`src/rtl/stream_demux_pkg.sv`:
```
// Shared types and helpers for the stream_demux packet demultiplexer.
package stream_demux_pkg;

  typedef enum logic {ST_IDLE, ST_PKT} demux_state_t;

  // True when a destination index does not name an existing output channel.
  function automatic logic sel_out_of_range(input int unsigned sel, input int unsigned n_out);
    return sel >= n_out;
  endfunction

endpackage

```
`src/rtl/stream_demux_if.sv`:
```
// Valid/ready bundle for stream_demux: one input stream, N_OUT output channels sharing data/last.
interface stream_demux_if #(
  parameter int N_OUT  = 4,
  parameter int DATA_W = 8
);
  localparam int SEL_W = $clog2(N_OUT);

  logic              s_valid;
  logic              s_ready;
  logic [DATA_W-1:0] s_data;
  logic              s_last;
  logic [SEL_W-1:0]  s_sel;
  logic [N_OUT-1:0]  m_valid;
  logic [N_OUT-1:0]  m_ready;
  logic [DATA_W-1:0] m_data;
  logic              m_last;

  modport master (
    output s_valid, s_data, s_last, s_sel, m_ready,
    input  s_ready, m_valid, m_data, m_last
  );

  modport slave (
    input  s_valid, s_data, s_last, s_sel, m_ready,
    output s_ready, m_valid, m_data, m_last
  );
endinterface

```
`src/rtl/stream_demux_reg.sv`:
```
// One-entry valid/ready register slice holding data, last flag and destination route.
module stream_demux_reg #(
  parameter int DATA_W  = 8,
  parameter int ROUTE_W = 2
) (
  input  logic               clk,
  input  logic               rst_n,
  input  logic               in_valid,
  output logic               in_ready,
  input  logic [DATA_W-1:0]  in_data,
  input  logic               in_last,
  input  logic [ROUTE_W-1:0] in_route,
  input  logic               out_ready,
  output logic               full,
  output logic [ROUTE_W-1:0] hold_route,
  output logic [DATA_W-1:0]  out_data,
  output logic               out_last
);

  // Reload while draining keeps full set, giving one beat per cycle.
  assign in_ready = !full || out_ready;

  always_ff @(posedge clk) begin
    if (!rst_n) begin
      full       <= 1'b0;
      hold_route <= '0;
      out_data   <= '0;
      out_last   <= 1'b0;
    end else if (in_valid && in_ready) begin
      full       <= 1'b1;
      hold_route <= in_route;
      out_data   <= in_data;
      out_last   <= in_last;
    end else if (out_ready) begin
      full <= 1'b0;
    end
  end

endmodule

```
`src/rtl/stream_demux.sv`:
```
// 1-to-N packet demultiplexer with per-packet route lock and one registered output stage.
// Define STREAM_DEMUX_DROP_OOR_EN to discard packets whose first-beat s_sel is out of range.
module stream_demux
  import stream_demux_pkg::*;
#(
  parameter int N_OUT  = 4,
  parameter int DATA_W = 8
) (
  input  logic             clk,
  input  logic             rst_n,
  stream_demux_if.slave    bus,
  output logic             busy,
  output logic             err_sel
);
  localparam int SEL_W = $clog2(N_OUT);

  demux_state_t      state;
  logic [SEL_W-1:0]  route_q;
  logic [SEL_W-1:0]  cur_route;
  logic [SEL_W-1:0]  hold_route;
  logic              first_beat;
  logic              sel_oor;
  logic              cur_drop;
  logic              accept;
  logic              full;
  logic              held_ready;
  logic              slice_ready;
  logic [N_OUT-1:0]  m_valid_d;
`ifdef STREAM_DEMUX_DROP_OOR_EN
  logic              drop_q;
`endif

  always_comb begin
    first_beat = (state == ST_IDLE);
    sel_oor    = sel_out_of_range(32'(bus.s_sel), N_OUT);
    cur_route  = first_beat ? bus.s_sel : route_q;
`ifdef STREAM_DEMUX_DROP_OOR_EN
    cur_drop   = first_beat ? sel_oor : drop_q;
`else
    cur_drop   = 1'b0;
    if (first_beat && sel_oor) cur_route = '0;
`endif
  end

  // Only the held beat's channel ready matters; other channels cannot bypass it.
  always_comb begin
    held_ready = 1'b0;
    m_valid_d  = '0;
    for (int unsigned i = 0; i < N_OUT; i++) begin
      if (hold_route == SEL_W'(i)) begin
        held_ready   = bus.m_ready[i];
        m_valid_d[i] = full;
      end
    end
  end

  assign bus.s_ready = rst_n && (cur_drop || slice_ready);
  assign bus.m_valid = rst_n ? m_valid_d : '0;
  assign accept      = bus.s_valid && bus.s_ready;

  stream_demux_reg #(
    .DATA_W  (DATA_W),
    .ROUTE_W (SEL_W)
  ) u_reg (
    .clk        (clk),
    .rst_n      (rst_n),
    .in_valid   (bus.s_valid && rst_n && !cur_drop),
    .in_ready   (slice_ready),
    .in_data    (bus.s_data),
    .in_last    (bus.s_last),
    .in_route   (cur_route),
    .out_ready  (held_ready),
    .full       (full),
    .hold_route (hold_route),
    .out_data   (bus.m_data),
    .out_last   (bus.m_last)
  );

  always_ff @(posedge clk) begin
    if (!rst_n) begin
      state   <= ST_IDLE;
      route_q <= '0;
      busy    <= 1'b0;
      err_sel <= 1'b0;
`ifdef STREAM_DEMUX_DROP_OOR_EN
      drop_q  <= 1'b0;
`endif
    end else begin
      err_sel <= accept && first_beat && sel_oor;
      if (accept) begin
        if (bus.s_last) begin
          state <= ST_IDLE;
          busy  <= 1'b0;
`ifdef STREAM_DEMUX_DROP_OOR_EN
          drop_q <= 1'b0;
`endif
        end else if (first_beat) begin
          state   <= ST_PKT;
          busy    <= 1'b1;
          route_q <= cur_route;
`ifdef STREAM_DEMUX_DROP_OOR_EN
          drop_q  <= sel_oor;
`endif
        end
      end
    end
  end

endmodule

```
`src/flat_wrapper.sv`:
```
// flat-port wrapper written by rule: the top's interface ports become plain ports
module stream_demux_flat import stream_demux_pkg::*;
#(
  parameter int N_OUT  = 4,
  parameter int DATA_W = 8
)
  (clk, rst_n, busy, err_sel, bus_s_valid, bus_s_data, bus_s_last, bus_s_sel, bus_m_ready, bus_s_ready, bus_m_valid, bus_m_data, bus_m_last);
  stream_demux_if #(.N_OUT(N_OUT), .DATA_W(DATA_W)) bus_i ();
  input  logic clk;
  input  logic rst_n;
  output logic busy;
  output logic err_sel;
  input wire logic [$bits(bus_i.s_valid)-1:0] bus_s_valid;
  input wire logic [$bits(bus_i.s_data)-1:0] bus_s_data;
  input wire logic [$bits(bus_i.s_last)-1:0] bus_s_last;
  input wire logic [$bits(bus_i.s_sel)-1:0] bus_s_sel;
  input wire logic [$bits(bus_i.m_ready)-1:0] bus_m_ready;
  output wire logic [$bits(bus_i.s_ready)-1:0] bus_s_ready;
  output wire logic [$bits(bus_i.m_valid)-1:0] bus_m_valid;
  output wire logic [$bits(bus_i.m_data)-1:0] bus_m_data;
  output wire logic [$bits(bus_i.m_last)-1:0] bus_m_last;
  assign bus_i.s_valid = bus_s_valid;
  assign bus_i.s_data = bus_s_data;
  assign bus_i.s_last = bus_s_last;
  assign bus_i.s_sel = bus_s_sel;
  assign bus_i.m_ready = bus_m_ready;
  assign bus_s_ready = bus_i.s_ready;
  assign bus_m_valid = bus_i.m_valid;
  assign bus_m_data = bus_i.m_data;
  assign bus_m_last = bus_i.m_last;
  stream_demux #(.N_OUT(N_OUT), .DATA_W(DATA_W)) u_core (.clk(clk), .rst_n(rst_n), .bus(bus_i), .busy(busy), .err_sel(err_sel));
endmodule
```
`config.mk`:
```
export PLATFORM = sky130hd
export DESIGN_NAME = stream_demux_flat
export DESIGN_NICKNAME = d
export VERILOG_FILES = /design/src/rtl/stream_demux_pkg.sv /design/src/rtl/stream_demux_if.sv /design/src/rtl/stream_demux_reg.sv /design/src/rtl/stream_demux.sv /design/src/flat_wrapper.sv
export SDC_FILE = /design/constraint.sdc
export NUM_CORES = 1
export LEC_CHECK = 0
export ABC_CLOCK_PERIOD_IN_PS = 1800
export BUFFER_PORTS_ARGS = -buffer_cell sky130_fd_sc_hd__buf_2
export CAP_MARGIN = 40
export CELL_PAD_IN_SITES_DETAIL_PLACEMENT = 2
export CELL_PAD_IN_SITES_GLOBAL_PLACEMENT = 2
export CORE_MARGIN = 3
export CORE_UTILIZATION = 25
export DETAILED_ROUTE_END_ITERATION = 8
export GPL_ROUTABILITY_DRIVEN = 0
export PLACE_DENSITY = 0.79
export REMOVE_ABC_BUFFERS = 1
export SYNTH_ARGS = -nofsm -noshare
export SYNTH_HDL_FRONTEND = slang
export SYNTH_SLANG_ARGS = --single-unit
```
`constraint.sdc`:
```
create_clock -name clk -period 1.8 [get_ports clk]
set_input_delay 0.36 -clock clk [delete_from_list [all_inputs] [get_ports clk]]
set_output_delay 0.36 -clock clk [all_outputs]
set_load 0.01 [all_outputs]
```
Word level (Yosys, flattened, before mapping)
Index checks and enable logic that the tools add are counted.
Widths: inputs -> output; s select.
- input bits: 18
- output and inout bits: 16
- flip-flop bits (word level): 16
- bitwise operators: 2
- mux-type cells: 15
- reduce and logical (&&, ||, !) cells: 10
- eq/ne operators: 4
- operators with widths (cell ; count):
    $mux 1 ; 13
    $eq 2x2->1 const B ; 2
    $logic_and 1x1->1 ; 4
    $mux 4 ; 1
    $reduce_and 3->1 ; 1
    $eq 2x1->1 const B ; 1
    $logic_not 2->1 ; 1
    $mux 2 ; 1
    $ne 2x2->1 const B ; 1
    $not 1->1 ; 2
    $reduce_and 2->1 ; 1
    $reduce_bool 2->1 ; 1
    $logic_not 1->1 ; 1
    $logic_or 1x1->1 ; 1

Depth between registers and ports, before layout
Gate-level depths: netlist (run 1).
- depth in word-level cells: 9
- gate-level depth with buffers: 4
- gate-level depth less buffers: 3

Modules after synthesis
Synthesis (run 1) repeated with hierarchy kept, for this count alone.
- cell total of the unflattened synthesis: 83
- area total of the unflattened synthesis: 759.5 um^2
- by module, submodules not included (module ; cells each ; times used ; area an instance (um^2) ; sequential area each (um^2)):
    stream_demux_reg ; 52 ; 1 ; 486.7 ; 240.2
    stream_demux ; 31 ; 1 ; 272.8 ; 80.1

Worst setup path before layout (run 1)
OpenSTA, ideal clock, no wires.
- path type: reg2reg
- start point: reg u_core.u_reg.hold_route[0]
- end point: reg u_core.state
- required time: 1.680 ns
- clock period less this slack: 1.543 ns
- stages on the path, launching flop included: 5
- path slack: 0.257 ns
- arrival time: 1.424 ns
- path through: dfxtp_1 > mux4_2 > o21a_4 > buf_6 > mux2i_1
- longest elaborated chain between the ends: 8
- elaborated cells between the ends (all ways): 11
- classes of those cells: eq/ne: 3; mux: 4; reduce/logical: 4
- RTL lines (element ; line ; text):
    start: declaration ; stream_demux_reg.sv:15 ; output logic [ROUTE_W-1:0] hold_route,
    start signal: assignment ; stream_demux_reg.sv:31 ; hold_route <= in_route;
    $logic_not 2->1 ; stream_demux.sv:50 ; if (hold_route == SEL_W'(i)) begin
    $mux 1 (3 in a row) ; stream_demux.sv:50 ;
    $mux 1 * ; stream_demux.sv:50 ;
    $logic_or 1x1->1 * ; stream_demux_reg.sv:21 ; assign in_ready = !full || out_ready;
    $logic_and 1x1->1 * ; stream_demux.sv:57 ; assign bus.s_ready = rst_n && (cur_drop || slice_ready);
    $logic_and 1x1->1 * ; stream_demux.sv:59 ; assign accept = bus.s_valid && bus.s_ready;
    end signal: assignment ; stream_demux.sv:81 ; state <= ST_IDLE;
    end signal: assignment ; stream_demux.sv:92 ; state <= ST_IDLE;
    end signal: assignment ; stream_demux.sv:98 ; state <= ST_PKT;
    end: declaration ; stream_demux.sv:17 ; demux_state_t state;
Every way passes the cells marked *; elsewhere a longest branch is shown, timed or not.
A chain may end at the register's enable or synchronous reset.

Worst setup path in the final report (run 1)
- start point: reg u_core.u_reg.hold_route[0]
- end point: out bus_s_ready
- longest elaborated chain between the ends: 7
- elaborated cells between the ends (all ways): 10
- classes of those cells: eq/ne: 3; mux: 4; reduce/logical: 3
- RTL lines (element ; line ; text):
    $logic_not 2->1 ; stream_demux.sv:50 ;
    $mux 1 (3 in a row) ; stream_demux.sv:50 ;
    $mux 1 * ; stream_demux.sv:50 ;
    $logic_or 1x1->1 * ; stream_demux_reg.sv:21 ;
    $logic_and 1x1->1 * ; stream_demux.sv:57 ;
    end: declaration ; flat_wrapper.sv:18 ; output wire logic [$bits(bus_i.s_ready)-1:0] bus_s_ready;
Marked as above.

==> results of run 1 <==
[layout by cell type (no fill, tap or decap)]
| cell | instances |
|---|---|
| mux2i_1 | 14 |
| nand2_1 | 25 |
| nand3_1 | 1 |
| nor2_1 | 2 |
| dfxtp_1 | 15 |
| nor3_1 | 2 |
| nor2_4 | 1 |
| o21a_1 | 1 |
| a221oi_1 | 1 |
| clkbuf_4 | 3 |
| buf_2 | 32 |
| conb_1 | 1 |
| o21a_4 | 1 |
| nor2_2 | 1 |
| o211a_1 | 3 |
| inv_1 | 5 |
| o21ai_0 | 1 |
| dfxtp_4 | 1 |
| o211ai_1 | 2 |
| nor2b_1 | 1 |
| mux4_2 | 1 |
| buf_4 | 4 |
| clkbuf_8 | 1 |
[power groups by stage]
stage | Clock [mW] | Sequential [mW] | Combinational, mW
CTS | 0.252 | 0.398 | 0.162
detailed placement | 0 | 0.407 | 0.149
global route | 0.268 | 0.402 | 0.180
floorplan | 0 | 0.412 | 0.0732
global placement | 0 | 0.405 | 0.141
finish | 0.238 | 0.398 | 0.162
[flip-flops by register name, summed over array words and instances, names as in the netlist]
register	flops
u_core.u_reg.hold_route	2
u_core.u_reg.full	1
u_core.busy	1
u_core.u_reg.out_data	8
u_core.route_q	2
u_core.state	1
u_core.u_reg.out_last	1
[area by class of cell]
cell class | count | area share (%)
repair buffers | 36 | 19.1
clock buffers | 4 | 3.64
multi-input cells | 58 | 38.9
flip-flops and latches | 16 | 32.5
well taps | 31 | 3.89
inverters | 5 | 1.88
[how the worst min path moves through the flow]
stage                              from                  endpoint  slack, ns  depth (start not counted)
6_report                  bus_s_data[2]  u_core.u_reg.out_data[2]       0.31                          3
5_1_grt                   bus_s_data[1]  u_core.u_reg.out_data[1]       0.30                          3
4_1_cts                   bus_s_data[2]  u_core.u_reg.out_data[2]       0.30                          3
3_5_place_dp      u_core.u_reg.out_last     u_core.u_reg.out_last       0.46                          2
3_3_place_gp   u_core.u_reg.out_data[2]  u_core.u_reg.out_data[2]       0.44                          2
2_1_floorplan         u_core.route_q[0]         u_core.route_q[0]       0.43                          2
[per-stage QoR]
step / std cells / cell area [sq um]
floorplan: 79 / 717
CTS: 150 / 988
global placement: 143 / 923
detailed placement: 143 / 923
finish: 150 / 996
global route: 150 / 996
[layer usage]
metal / vias to the layer above / part of all wire (%) / global-route usage [%]
met3: 2 / 5.9 / 2.13
met4: 0 / 1.2 / 6.50
met1: 340 / 39 / 14.2
met5: - / 0 / 0
li1: 349 / - / -
met2: 21 / 54 / 21.8
[synth_stat cells]
cell       n  share of area (%)
a221oi_1   1                1.2
buf_6      1                1.5
nor2_1     4                2.0
conb_1     1               0.50
nor2b_1    1               0.84
nand2_1   25                 13
dfxtp_1   16                 43
mux4_2     1                3.0
mux2i_1   14                 19
clkbuf_1   3                1.5
o211ai_1   2                2.0
nand3_1    1               0.67
o211a_1    3                4.0
o21ai_0    1               0.67
nor3_1     2                1.3
inv_1      5                2.5
o21a_1     1                1.0
o21a_4     1                2.0
buf_4      1                1.0
[critical path, stage by stage, from the launching register on]
cell and delay (ns):
dfxtp_4 0.37, mux4_2 0.54, nor2_4 0.12, nor2_2 0.04, buf_2 0.13
[kinds of logic after synthesis]
group	count (synthesis)
AOI/OAI and AO/OA	9
buffers and inverters	10
other	1
DFF	16
and+or+nand+nor	33
muxes	15
[what timing repair did]
action | in CTS | in global routing
setup endpoints to repair | 2 | 2
pin swaps | 1 | 1
resized for setup | 3 | 2
gates cloned | 0 | 0
hold endpoints to repair | 0 | 0
buffers inserted | 3 | 0
==> results.py, run 1 <==
metrics = {
    "outcome": {
        "status": "finished with violations",
        "violations": "negative setup slack",
    },
    "synthesis": {
        "synth_cell_types": 19,
        "synth_xor_area_share_pct": 0,
        "syn_area_sq_um": 747,
        "avgSynthCellArea_sq_um": 8.89,
        "yosys_warnings": 0,
        "synth_compound_area_share_pct": 10.9,
        "synth-simple-area-share_pct": 17.4,
        "seq_area_frac_synth_pct": 42.9,
        "yosys-mux-area-fraction_pct": 21.8,
        "synth_top_family_by_area": "multiplexers",
        "synth-seq-cells": 16,
        "yosys.area_share.adder_pct": 0,
        "postSynthCellCount": 84,
    },
    "timing": {
        "post-route-period-util_pct": 102,
        "setup-violations-final": 2,
        "period_minus_slack_ns": 1.84,
        "fin_skew_ns": 0.00289,
        "drv_slew": 0,
        "rsz0062_at_grt": "yes",
        "final-hold-violation-count": 0,
        "fin_tns_setup_ns": -0.0447,
        "worst_hold_slack_ns": 0.310,
        "setup_ws_ns": -0.0429,
        "timing.fmax_mhz": 543,
    },
    "power": {
        "sw_frac_of_total_pct": 27.4,
        "clkPwrFrac_pct": 29.8,
        "leakage_nw": 0.508,
        "power_density_nw_per_um2": 801,
        "p_switching_mw": 0.218,
        "power_frac_seq_pct": 49.8,
        "power.share.combinational_pct": 20.3,
        "peakVddDrop_uv": 260,
        "p_int_mw": 0.580,
        "total_power_mw": 0.798,
    },
    "worst_setup_path": {
        "cp_data_arrival_time_ns": 1.48,
        "r2r_start": "u_core.u_reg.hold_route[0]",
        "worstPathRequired_ns": 1.44,
        "reg2reg_depth": 4,
        "startpoint_type": "flip-flop",
        "critPathKind": "flip-flop to output pin",
        "worstReg2RegEnd": "u_core.busy",
        "crit_path_end_kind": "output pin",
        "cp_max_fo": 2,
        "rrSetupSlack_ns": 0,
        "crit_start": "u_core.u_reg.hold_route[0]",
        "crit_end": "bus_s_ready",
    },
    "cts": {
        "cts_tree": "built",
        "cts_buffer_depth": 2,
        "numCtsBuffers": 3,
        "clock_latency_ns": 0.28,
        "clock_tree.root_cell": "clkbuf_4",
        "cts.sink_count": 16,
        "hold_buffers": 0,
        "clk_pin_slew_ns": 0.10,
        "htree_levels": 1,
    },
    "finish": {
        "antenna_cells": 0,
        "fin_nets": 138,
        "final.fill_count": 328,
        "multi_input_area_sq_um": 388,
        "drive_gt1_share_pct": 37.8,
        "area_delta_synth_final_pct": 33.3,
        "register_area_sq_um": 324,
        "final_util_pct": 35.5,
    },
    "routing": {
        "drcViolationCount": 0,
        "drtPass1Iterations": 4,
        "routed_wl_microns": 2080,
        "vias_per_cell": 4.75,
        "drtIter0Drc": 12,
        "ant_nets": 0,
        "drt-wirelength-per-cell_microns": 13.8,
        "route.vias.total": 712,
    },
    "placed_design": {
        "dpl.hpwl_microns": 1550,
        "pre_cts_slack_ns": 0.000294,
        "io_buffer_count": 32,
    },
    "die": {
        "die_w_microns": 60.7,
        "num_rows": 19,
        "die_h_microns": 60.7,
        "dieArea_sq_um": 3680,
        "start_util_pct": 26.6,
        "num_io_pins": 34,
        "coreArea_sq_um": 2810,
    },
    "global_routing": {
        "grt_pass1_vias": 749,
        "grt_remaining_overflow": 0,
        "antenna_found_initial": 0,
        "grt_pass1_wl_microns": 3380,
        "grt_max_degree": 23,
        "grt_use_total_pct": 12.4,
    },
    "min_path": {
        "hp-class": "primary input to flip-flop",
    },
    "flow_run": {
        "maxCapViolCount": 0,
    },
}
Power figures use the tool's default switching activity.
==> run 2, diff against run 1 <==
==> constraint.sdc (replaced) <==
create_clock -name clk -period 1.8 [get_ports clk]
set_input_delay 0.36 -clock clk [delete_from_list [all_inputs] [get_ports clk]]
set_output_delay 0.36 -clock clk [all_outputs]
set_load 0.05 [all_outputs]
==> results.py, run 2 (synthesized netlist as in run 1, its figures left out) <==
metrics = {
    "outcome": {
        "status": "finished with violations",
        "violations": "negative setup slack",
    },
    "timing": {
        "worst_hold_slack_ns": 0.306,
        "drv_slew": 0,
        "setup_ws_ns": -0.0334,
        "rsz0062_at_grt": "yes",
        "post-route-period-util_pct": 102,
        "fin_tns_setup_ns": -0.0334,
        "period_minus_slack_ns": 1.83,
        "final-hold-violation-count": 0,
        "setup-violations-final": 1,
        "timing.fmax_mhz": 545,
        "fin_skew_ns": 0.00827,
    },
    "worst_setup_path": {
        "cp_data_arrival_time_ns": 1.47,
        "startpoint_type": "flip-flop",
        "crit_path_end_kind": "output pin",
        "worstPathRequired_ns": 1.44,
        "critPathKind": "flip-flop to output pin",
        "cp_max_fo": 2,
    },
    "cts": {
        "clock_latency_ns": 0.29,
        "cts_buffer_depth": 2,
        "hold_buffers": 0,
        "numCtsBuffers": 3,
        "clk_pin_slew_ns": 0.09,
        "cts.sink_count": 16,
        "cts_tree": "built",
        "htree_levels": 1,
        "clock_tree.root_cell": "clkbuf_4",
    },
    "routing": {
        "vias_per_cell": 4.79,
        "wl_met3_microns": 110,
        "drtPass1Iterations": 4,
        "wl_met2_microns": 1070,
        "drt-wirelength-per-cell_microns": 13.9,
        "drtIter0Drc": 24,
        "drcViolationCount": 0,
        "routed_wl_microns": 2100,
        "highest_layer": "met4",
        "route.vias.total": 724,
        "ant_nets": 0,
        "m1WireLength_microns": 869,
    },
    "finish": {
        "fin_nets": 140,
        "largest_registers": "u_core.u_reg.out_data x8, u_core.route_q x2, u_core.u_reg.hold_route x2",
        "antenna_cells": 0,
        "largest_reg_flops": 8,
        "final_cell_mix": "31 x buf_2, 25 x nand2_1, 15 x dfxtp_1",
        "largest-register": "u_core.u_reg.out_data",
        "area_delta_synth_final_pct": 33.0,
        "drive_gt1_share_pct": 37.5,
        "layout_commonest_cell": "buf_2",
    },
    "global_routing": {
        "grt_use_total_pct": 12.1,
        "grt_max_degree": 17,
        "grt_remaining_overflow": 0,
        "grt_pass1_vias": 754,
        "grt_pass1_wl_microns": 3310,
        "antenna_found_initial": 0,
    },
    "die": {
        "die_h_microns": 60.7,
        "coreArea_sq_um": 2810,
        "start_util_pct": 26.6,
        "dieArea_sq_um": 3680,
        "num_io_pins": 34,
        "num_rows": 19,
        "die_w_microns": 60.7,
    },
    "power": {
        "peakVddDrop_uv": 208,
        "leakage_nw": 0.512,
        "power_density_nw_per_um2": 826,
    },
    "min_path": {
        "hp-class": "primary input to flip-flop",
    },
    "placed_design": {
        "dpl.hpwl_microns": 1600,
        "io_buffer_count": 32,
    },
    "flow_run": {
        "maxCapViolCount": 0,
    },
}
run 2: cell count changes in the layout (fill, tap and decap cells not counted), sizes merged:
cell and change:
buf +2, clkbuf -1
run 2: worst max-delay path: stages (launching register included):
cell	delay [ns]
dfxtp_2	0.35
mux4_2	0.52
nor2_2	0.11
nor2_1	0.06
buf_6	0.15
run 2: through the flow:
step | utilization [%] | power, mW | std cells | instance area (sq um) | worst slack (ns)
detailed placement | 33.5 | 0.629 | 145 | 938 | 0.0417
finish | 35.4 | 0.821 | 151 | 993 | -0.0334
global placement | 33.5 | 0.620 | 145 | 938 | 0.102
CTS | 35.1 | 0.840 | 150 | 986 | -0.0810
floorplan | - | 0.550 | 79 | 717 | -0.0898
global route | 35.4 | 0.871 | 151 | 993 | -0.0895
run 2: repair_timing:
| item | in CTS | in global routing |
|---|---|---|
| pin swaps | 1 | 1 |
| buffers inserted | 2 | 1 |
| endpoints found under the setup margin | 1 | 1 |
| gates resized for setup | 4 | 0 |
| gates cloned | 0 | 0 |
run 2: cell type report:
cell class | instances | area [sq um]
sequential | 16 | 322
timing repair buffer | 38 | 211
inverter | 5 | 18.8
multi-input combinational | 58 | 380
fill | 332 | 1810
clock buffer | 3 | 22.5
tap | 31 | 38.8
run 2: routing by layer:
metal / GRT usage, % / vias to the layer above
met5: 0 / -
met2: 20.8 / 24
met4: 5.57 / 0
li1: - / 348
met1: 14.3 / 347
met3: 2.55 / 5
run 2: final timing paths:
check | from | to | slack (ns) | cells after the start
min | bus_s_data[1] | u_core.u_reg.out_data[1] | 0.31 | 3
min reg2reg | u_core.u_reg.out_last | u_core.u_reg.out_last | 0.46 | 2
max reg2reg | u_core.u_reg.hold_route[0] | u_core.busy | 0.12 | 4
max | u_core.u_reg.hold_route[0] | bus_s_ready | -0.03 | 4
run 2: where the power goes:
group,internal (mW),switching (mW)
clock,0.0778,0.112
combinational,0.0836,0.150
sequential,0.380,0.0171
